$ cat src/rtl/rf_wb_arbiter.sv
// Register-file writeback arbiter: round-robin between ALU (A) and load (B) writebacks,
// one registered RF write per cycle, plus a pending-write scoreboard for hazard checks.
module rf_wb_arbiter #(
  parameter int DATA_W = 64,
  parameter int ADDR_W = 5
) (
  input  logic              clk,
  input  logic              rst_n,
  input  logic              a_valid,
  input  logic [ADDR_W-1:0] a_rd,
  input  logic [DATA_W-1:0] a_data,
  output logic              a_ready,
  input  logic              b_valid,
  input  logic [ADDR_W-1:0] b_rd,
  input  logic [DATA_W-1:0] b_data,
  output logic              b_ready,
  output logic [ADDR_W-1:0] rf_Rd,
  output logic [DATA_W-1:0] rf_data_write,
  output logic              rf_reg_wr,
  input  logic              issue_valid,
  input  logic [ADDR_W-1:0] issue_rd,
  input  logic [ADDR_W-1:0] chk_Rn,
  input  logic [ADDR_W-1:0] chk_Rm,
  output logic              hazard_Rn,
  output logic              hazard_Rm
);

  localparam int NREGS = 1 << ADDR_W;
  localparam logic [ADDR_W-1:0] XZR = '1;

  typedef enum logic {PTR_A = 1'b0, PTR_B = 1'b1} ptr_e;

  ptr_e             ptr;
  logic [NREGS-1:0] busy;
  logic [NREGS-1:0] busy_next;

  // The pointer only matters when both requesters are valid; nothing is granted during reset.
  always_comb begin
    a_ready = rst_n && a_valid && (!b_valid || (ptr == PTR_A));
    b_ready = rst_n && b_valid && (!a_valid || (ptr == PTR_B));
  end

  always_ff @(posedge clk or negedge rst_n) begin
    if (!rst_n)       ptr <= PTR_A;
    else if (a_ready) ptr <= PTR_B;
    else if (b_ready) ptr <= PTR_A;
  end

  // Writes to XZR are accepted and latched but never enabled towards the register file.
  always_ff @(posedge clk or negedge rst_n) begin
    if (!rst_n) begin
      rf_reg_wr     <= 1'b0;
      rf_Rd         <= '0;
      rf_data_write <= '0;
    end else if (a_ready) begin
      rf_reg_wr     <= (a_rd != XZR);
      rf_Rd         <= a_rd;
      rf_data_write <= a_data;
    end else if (b_ready) begin
      rf_reg_wr     <= (b_rd != XZR);
      rf_Rd         <= b_rd;
      rf_data_write <= b_data;
    end else begin
      rf_reg_wr     <= 1'b0;
    end
  end

  // A new issue to the same register overrides the commit happening at the same edge.
  always_comb begin
    busy_next = busy;
    if (rf_reg_wr) busy_next[rf_Rd] = 1'b0;
    if (issue_valid && (issue_rd != XZR)) busy_next[issue_rd] = 1'b1;
    busy_next[XZR] = 1'b0;
  end

  always_ff @(posedge clk or negedge rst_n) begin
    if (!rst_n) busy <= '0;
    else        busy <= busy_next;
  end

  assign hazard_Rn = busy[chk_Rn];
  assign hazard_Rm = busy[chk_Rm];

endmodule

$ cat config.mk
export PLATFORM = sky130hd
export DESIGN_NAME = rf_wb_arbiter
export DESIGN_NICKNAME = d
export VERILOG_FILES = /design/src/rtl/rf_wb_arbiter.sv
export SDC_FILE = /design/constraint.sdc
export NUM_CORES = 1
export LEC_CHECK = 0
export ABC_AREA = 1
export ABC_CLOCK_PERIOD_IN_PS = 1450
export CORE_MARGIN = 8
export CORE_UTILIZATION = 35
export CTS_BUF_LIST = sky130_fd_sc_hd__clkbuf_4 sky130_fd_sc_hd__clkbuf_8 sky130_fd_sc_hd__clkbuf_16
export CTS_CLUSTER_SIZE = 20
export DETAILED_ROUTE_END_ITERATION = 8
export GPL_TIMING_DRIVEN = 0
export PLACE_DENSITY = 0.69
export SETUP_SLACK_MARGIN = 0.3
export SLEW_MARGIN = 40
export SYNTH_ARGS = -nofsm -noshare
export SYNTH_HDL_FRONTEND = slang
export SYNTH_SLANG_ARGS = --single-unit
$ cat constraint.sdc
create_clock -name clk -period 1.45 [get_ports clk]
set_clock_uncertainty 0.1 [all_clocks]
set_input_delay 0.29 -clock clk [delete_from_list [all_inputs] [get_ports clk]]
set_output_delay 0.29 -clock clk [all_outputs]
set_load 0.02 [all_outputs]
======== Yosys cells after proc, flatten, opt, wreduce, memory -nomap -nowiden ========
Cells that the tools add are included.
storage, ports and cells
  flip-flop bits (word level) ............. 102
  output and inout port bits .............. 74
  logic and storage cells ................. 48
cells by class
  order comparisons ....................... 6
  eq/ne operators ......................... 3
  muxes and demuxes ....................... 18
  bitwise gates (word level) .............. 4
  reduce and logical (&&, ||, !) cells .... 12
operators by type and width
  operator                                             number
  two-way mux 64 bit                                   2
  two-way mux 31 bit                                   2
  AND 31 bit                                           1
  NOT 31 bit                                           1
  OR 31 bit                                            1
  < comparator 5 x 6 -> 1 bit, second input constant   4
  inequality test 5 bit, second input constant         3
  binary-select mux 1 bit (select 5 bit)               2
  demux 1 bit (select 5 bit)                           2
  >= comparator 5 x 1 -> 1 bit, second input constant  2
  two-way mux 5 bit                                    2
  two-way mux 1 bit                                    8
  logical AND 1 bit                                    7
  logical NOT 1 bit                                    2
  logical OR 1 bit                                     2
  nonzero test 2 bit                                   1
  NOT 1 bit                                            1

======== Logic depth before layout (Yosys ltp) ========
  depth after elaboration ................. 9
  gate-level depth with buffers ........... 11

======== Worst setup path before layout ========
No wires, ideal clock.
  kind .................................... input -> output
  start point ............................. in chk_Rm[0]
  end point ............................... out hazard_Rm
  arrival ................................. 1.128 ns
  slack ................................... -0.068 ns
  stages .................................. 7
  cells stage by stage .................... buf_4 -> buf_2 -> o21ai_0 -> nand3_1 -> nand3_1 -> nand3_1 -> nand2_1
on the way
  cells in the longest elaborated chain, start to end .. 2
RTL lines
  item                                     RTL line  text
  start: declaration                       23        input logic [ADDR_W-1:0] chk_Rm,
  binary-select mux 1 bit (select 5 bit)   82        assign hazard_Rm = busy[chk_Rm];
  two-way mux 1 bit (implied by the code)  82
  end: declaration                         25        output logic hazard_Rm
No other way between the ends. The select of a mux whose other input is x is not followed.

======== Final worst setup path ========
  start point ............................. reg busy[10]
  end point ............................... out hazard_Rm
on the way
  cells in the longest elaborated chain, start to end .. 2
RTL lines
  item                                     RTL line  text
  start: declaration                       34        logic [NREGS-1:0] busy;
  start signal: assignment                 78        else busy <= busy_next;
  binary-select mux 1 bit (select 5 bit)   82
  two-way mux 1 bit (implied by the code)  82
No other way between the ends. The select of a mux whose other input is x is not followed.

==> impl_metrics.tcl <==
set metrics [dict create \
    tns_ns -4.66 \
    postPlaceCellArea_um2 7870 \
    numCtsBuffers 9 \
    die_h_um 139 \
    fin_crit_sh_pct 125 \
    io_buffer_count 227 \
    critPathCaptureType "output port" \
    rr_worst_depth 7 \
    clk_pin_slew_ns 0.07 \
    critical_path.max_fanout 3 \
    io_pins 232 \
    critPathKind "reg2out" \
    cp-start-kind "flip-flop" \
    final_max_slew_viol_count 0 \
    area_growth_pct 89.4 \
    dieArea_um2 19200 \
    status "finished, violations left" \
    synthesis.area_um2 5260 \
    avgRoutedWirePerCell_um 19.9 \
    rows 45 \
    clockBufferDepth 2 \
    rsz0062_at_grt "yes" \
    vias 6074 \
    viasPerCell 5.22 \
    grt_pass1_vias 6046 \
    num_antenna_cells 0 \
    htreeDepth 3 \
    clock_latency_ns 0.35 \
    cts-hold-fix-buffers 1 \
    die_w_um 139 \
    crit_required_ns 1.06 \
    maxCapViolations 0 \
    hold_class "in2async" \
    clock-root-buffer "clkbuf_16" \
    grt_overflow_total 0 \
    initial_utilization_pct 35.2 \
    drcViolationCount 0 \
    p_total_w 0.0110 \
    setup_ws_ns -0.364 \
    slew-limit-headroom_pct 54.6 \
    yosysSeqAreaShare_pct 48.5 \
    final_area_um2 9960 \
    hold_violations 50 \
    powerDensity_nw_per_um2 1100 \
    track_usage_pct 22.1 \
    cts_tree "yes" \
    ant_nets 0 \
    fin_hold_ws_ns -0.332 \
    syn-instance-count 679 \
    numClockSinks 102 \
    layout-drive-gt1-share_pct 36.4 \
    drt_iter0_markers 331 \
    core-area_um2 14900 \
    grt_pass1_wl_mm 33.8 \
    yosysWarnings 0 \
    ys_ff_latch 102 \
    routed_wl_mm 23.2 \
    place_hpwl_mm 15.9 \
    max_freq_mhz 551 \
    grt_max_degree 28 \
    final_common_cell "clkdlybuf4s50_1" \
    arrival_ns 1.42 \
    syn_nets 837 \
    fin_cells 1163 \
    synth_cell_type_count 24 \
    postSynthAreaPerCell_um2 7.74 \
    antenna_found_initial 4 \
    violations "negative hold slack, negative setup slack" \
    nets 1128 \
    n_fill_cell 1149 \
    firstDrtPassIters 5 \
    gp_congestion 0.895 \
    setup_viol 74 \
    layout_common_cells "clkdlybuf4s50_1, nand2_1, dfrtp_1" \
    placed_cells 1095 \
    min_period_ns 1.81 \
    tightest_slew_ns 0.680 \
    p_leak_nw 4.22 \
    ir_worst_vdd_uv 597 \
]
## cell families (layout without fill, tap and decap cells)
logic type             after synthesis  count (layout)  synth area share (%)
and+or+nand+nor                    299             299                  23.4
AOI/OAI and AO/OA                  205             205                  20.5
DFF                                102             102                  48.5
buffers and inverters               73             369                  7.64
## worst max-delay path: stages (launching register included)
cell and delay, ns:
dfrtp_1 0.42, nand2_1 0.09, nand3_1 0.07, nand3_1 0.10, nand2_1 0.06, nand2_1 0.06, nand2_1 0.05, nand2_1 0.07
nand2_2 0.05, buf_6 0.12
## layout make-up
cell class,count,area (um2),area share [%]
buffer,37,399,4.01
multi-input combinational,504,3180,32.0
tap,188,235,2.36
timing repair buffer,278,3050,30.7
timing repair inverter,2,32.5,0.327
inverter,36,191,1.92
clock buffer,11,246,2.47
clock inverter,5,57.6,0.578
sequential,102,2560,25.7
## path summary, 6_finish.rpt
kind | slack (ns) | end | from
worst max register to register | -0.08 | rf_data_write[0] | ptr
worst min-delay path | -0.33 | busy[11] | rst_n
worst min register to register | 0.41 | rf_data_write[46] | rf_data_write[46]
min in group clk | 0.33 | busy[22] | issue_rd[3]
max in group asynchronous | 0.51 | rf_Rd[3] | rst_n
worst max-delay path | -0.36 | hazard_Rm | busy[10]
## state kept, by name, indices dropped and copies added (netlist names)
register,cells
rf_data_write,64
busy,31
rf_Rd,5
ptr,1
rf_reg_wr,1
## layer usage
layer | part of all wire [%] | global-route usage (%) | up-vias
met5 | 0.21 | 0 | -
met4 | 3.2 | 8.92 | 8
met3 | 9.1 | 8.39 | 50
met2 | 52 | 38.3 | 267
met1 | 35 | 23.9 | 2876
li1 | - | - | 2873
## synth_stat cells
| library cell | n | area [um2] |
|---|---|---|
| inv_4 | 1 | 6.26 |
| dfrtp_1 | 102 | 2550 |
| o22ai_1 | 3 | 18.8 |
| buf_4 | 13 | 97.6 |
| nor2_2 | 1 | 6.26 |
| a31oi_1 | 1 | 6.26 |
| nand3_1 | 66 | 330 |
| inv_1 | 33 | 124 |
| buf_2 | 13 | 65.1 |
| o31ai_1 | 5 | 37.5 |
| a21oi_4 | 2 | 32.5 |
| a21oi_1 | 1 | 5.00 |
| o21ai_0 | 118 | 591 |
| inv_2 | 2 | 7.51 |
| o211ai_1 | 1 | 7.51 |
| nor3_1 | 7 | 35.0 |
| o22ai_2 | 1 | 12.5 |
| buf_6 | 8 | 90.1 |
| nand2_1 | 152 | 571 |
| o21ai_1 | 73 | 365 |
| nand2_4 | 1 | 11.3 |
| nor2_1 | 70 | 263 |
| nand4_1 | 2 | 12.5 |
| clkbuf_1 | 3 | 11.3 |
## repair_timing
item / CTS / global route
setup endpoints to repair: 176 / 188
buffers inserted: 20 / 18
hold endpoints to repair: 62 / 50
gates cloned: 3 / 10
resized for setup: 694 / 117
pin swaps: 56 / 64
## where the power goes
part	switching [W]	total (W)	internal, W	leakage [nW]
registers	0.000688	0.00424	0.00355	1.18
logic	0.00210	0.00423	0.00213	2.88
clock network	0.00113	0.00254	0.00141	0.153
total	0.00391	0.0110	0.00709	4.22
## metrics by stage
step / worst slack [ns] / util [%]
after global routing: -0.470 / 66.8
after floorplan: 0.0197 / -
final: -0.364 / 66.8
after CTS: -0.351 / 61.1
after global placement: -5.23 / 52.5
after detailed placement: -1.26 / 52.8
Note: power is estimated with default switching activity, not from simulation.
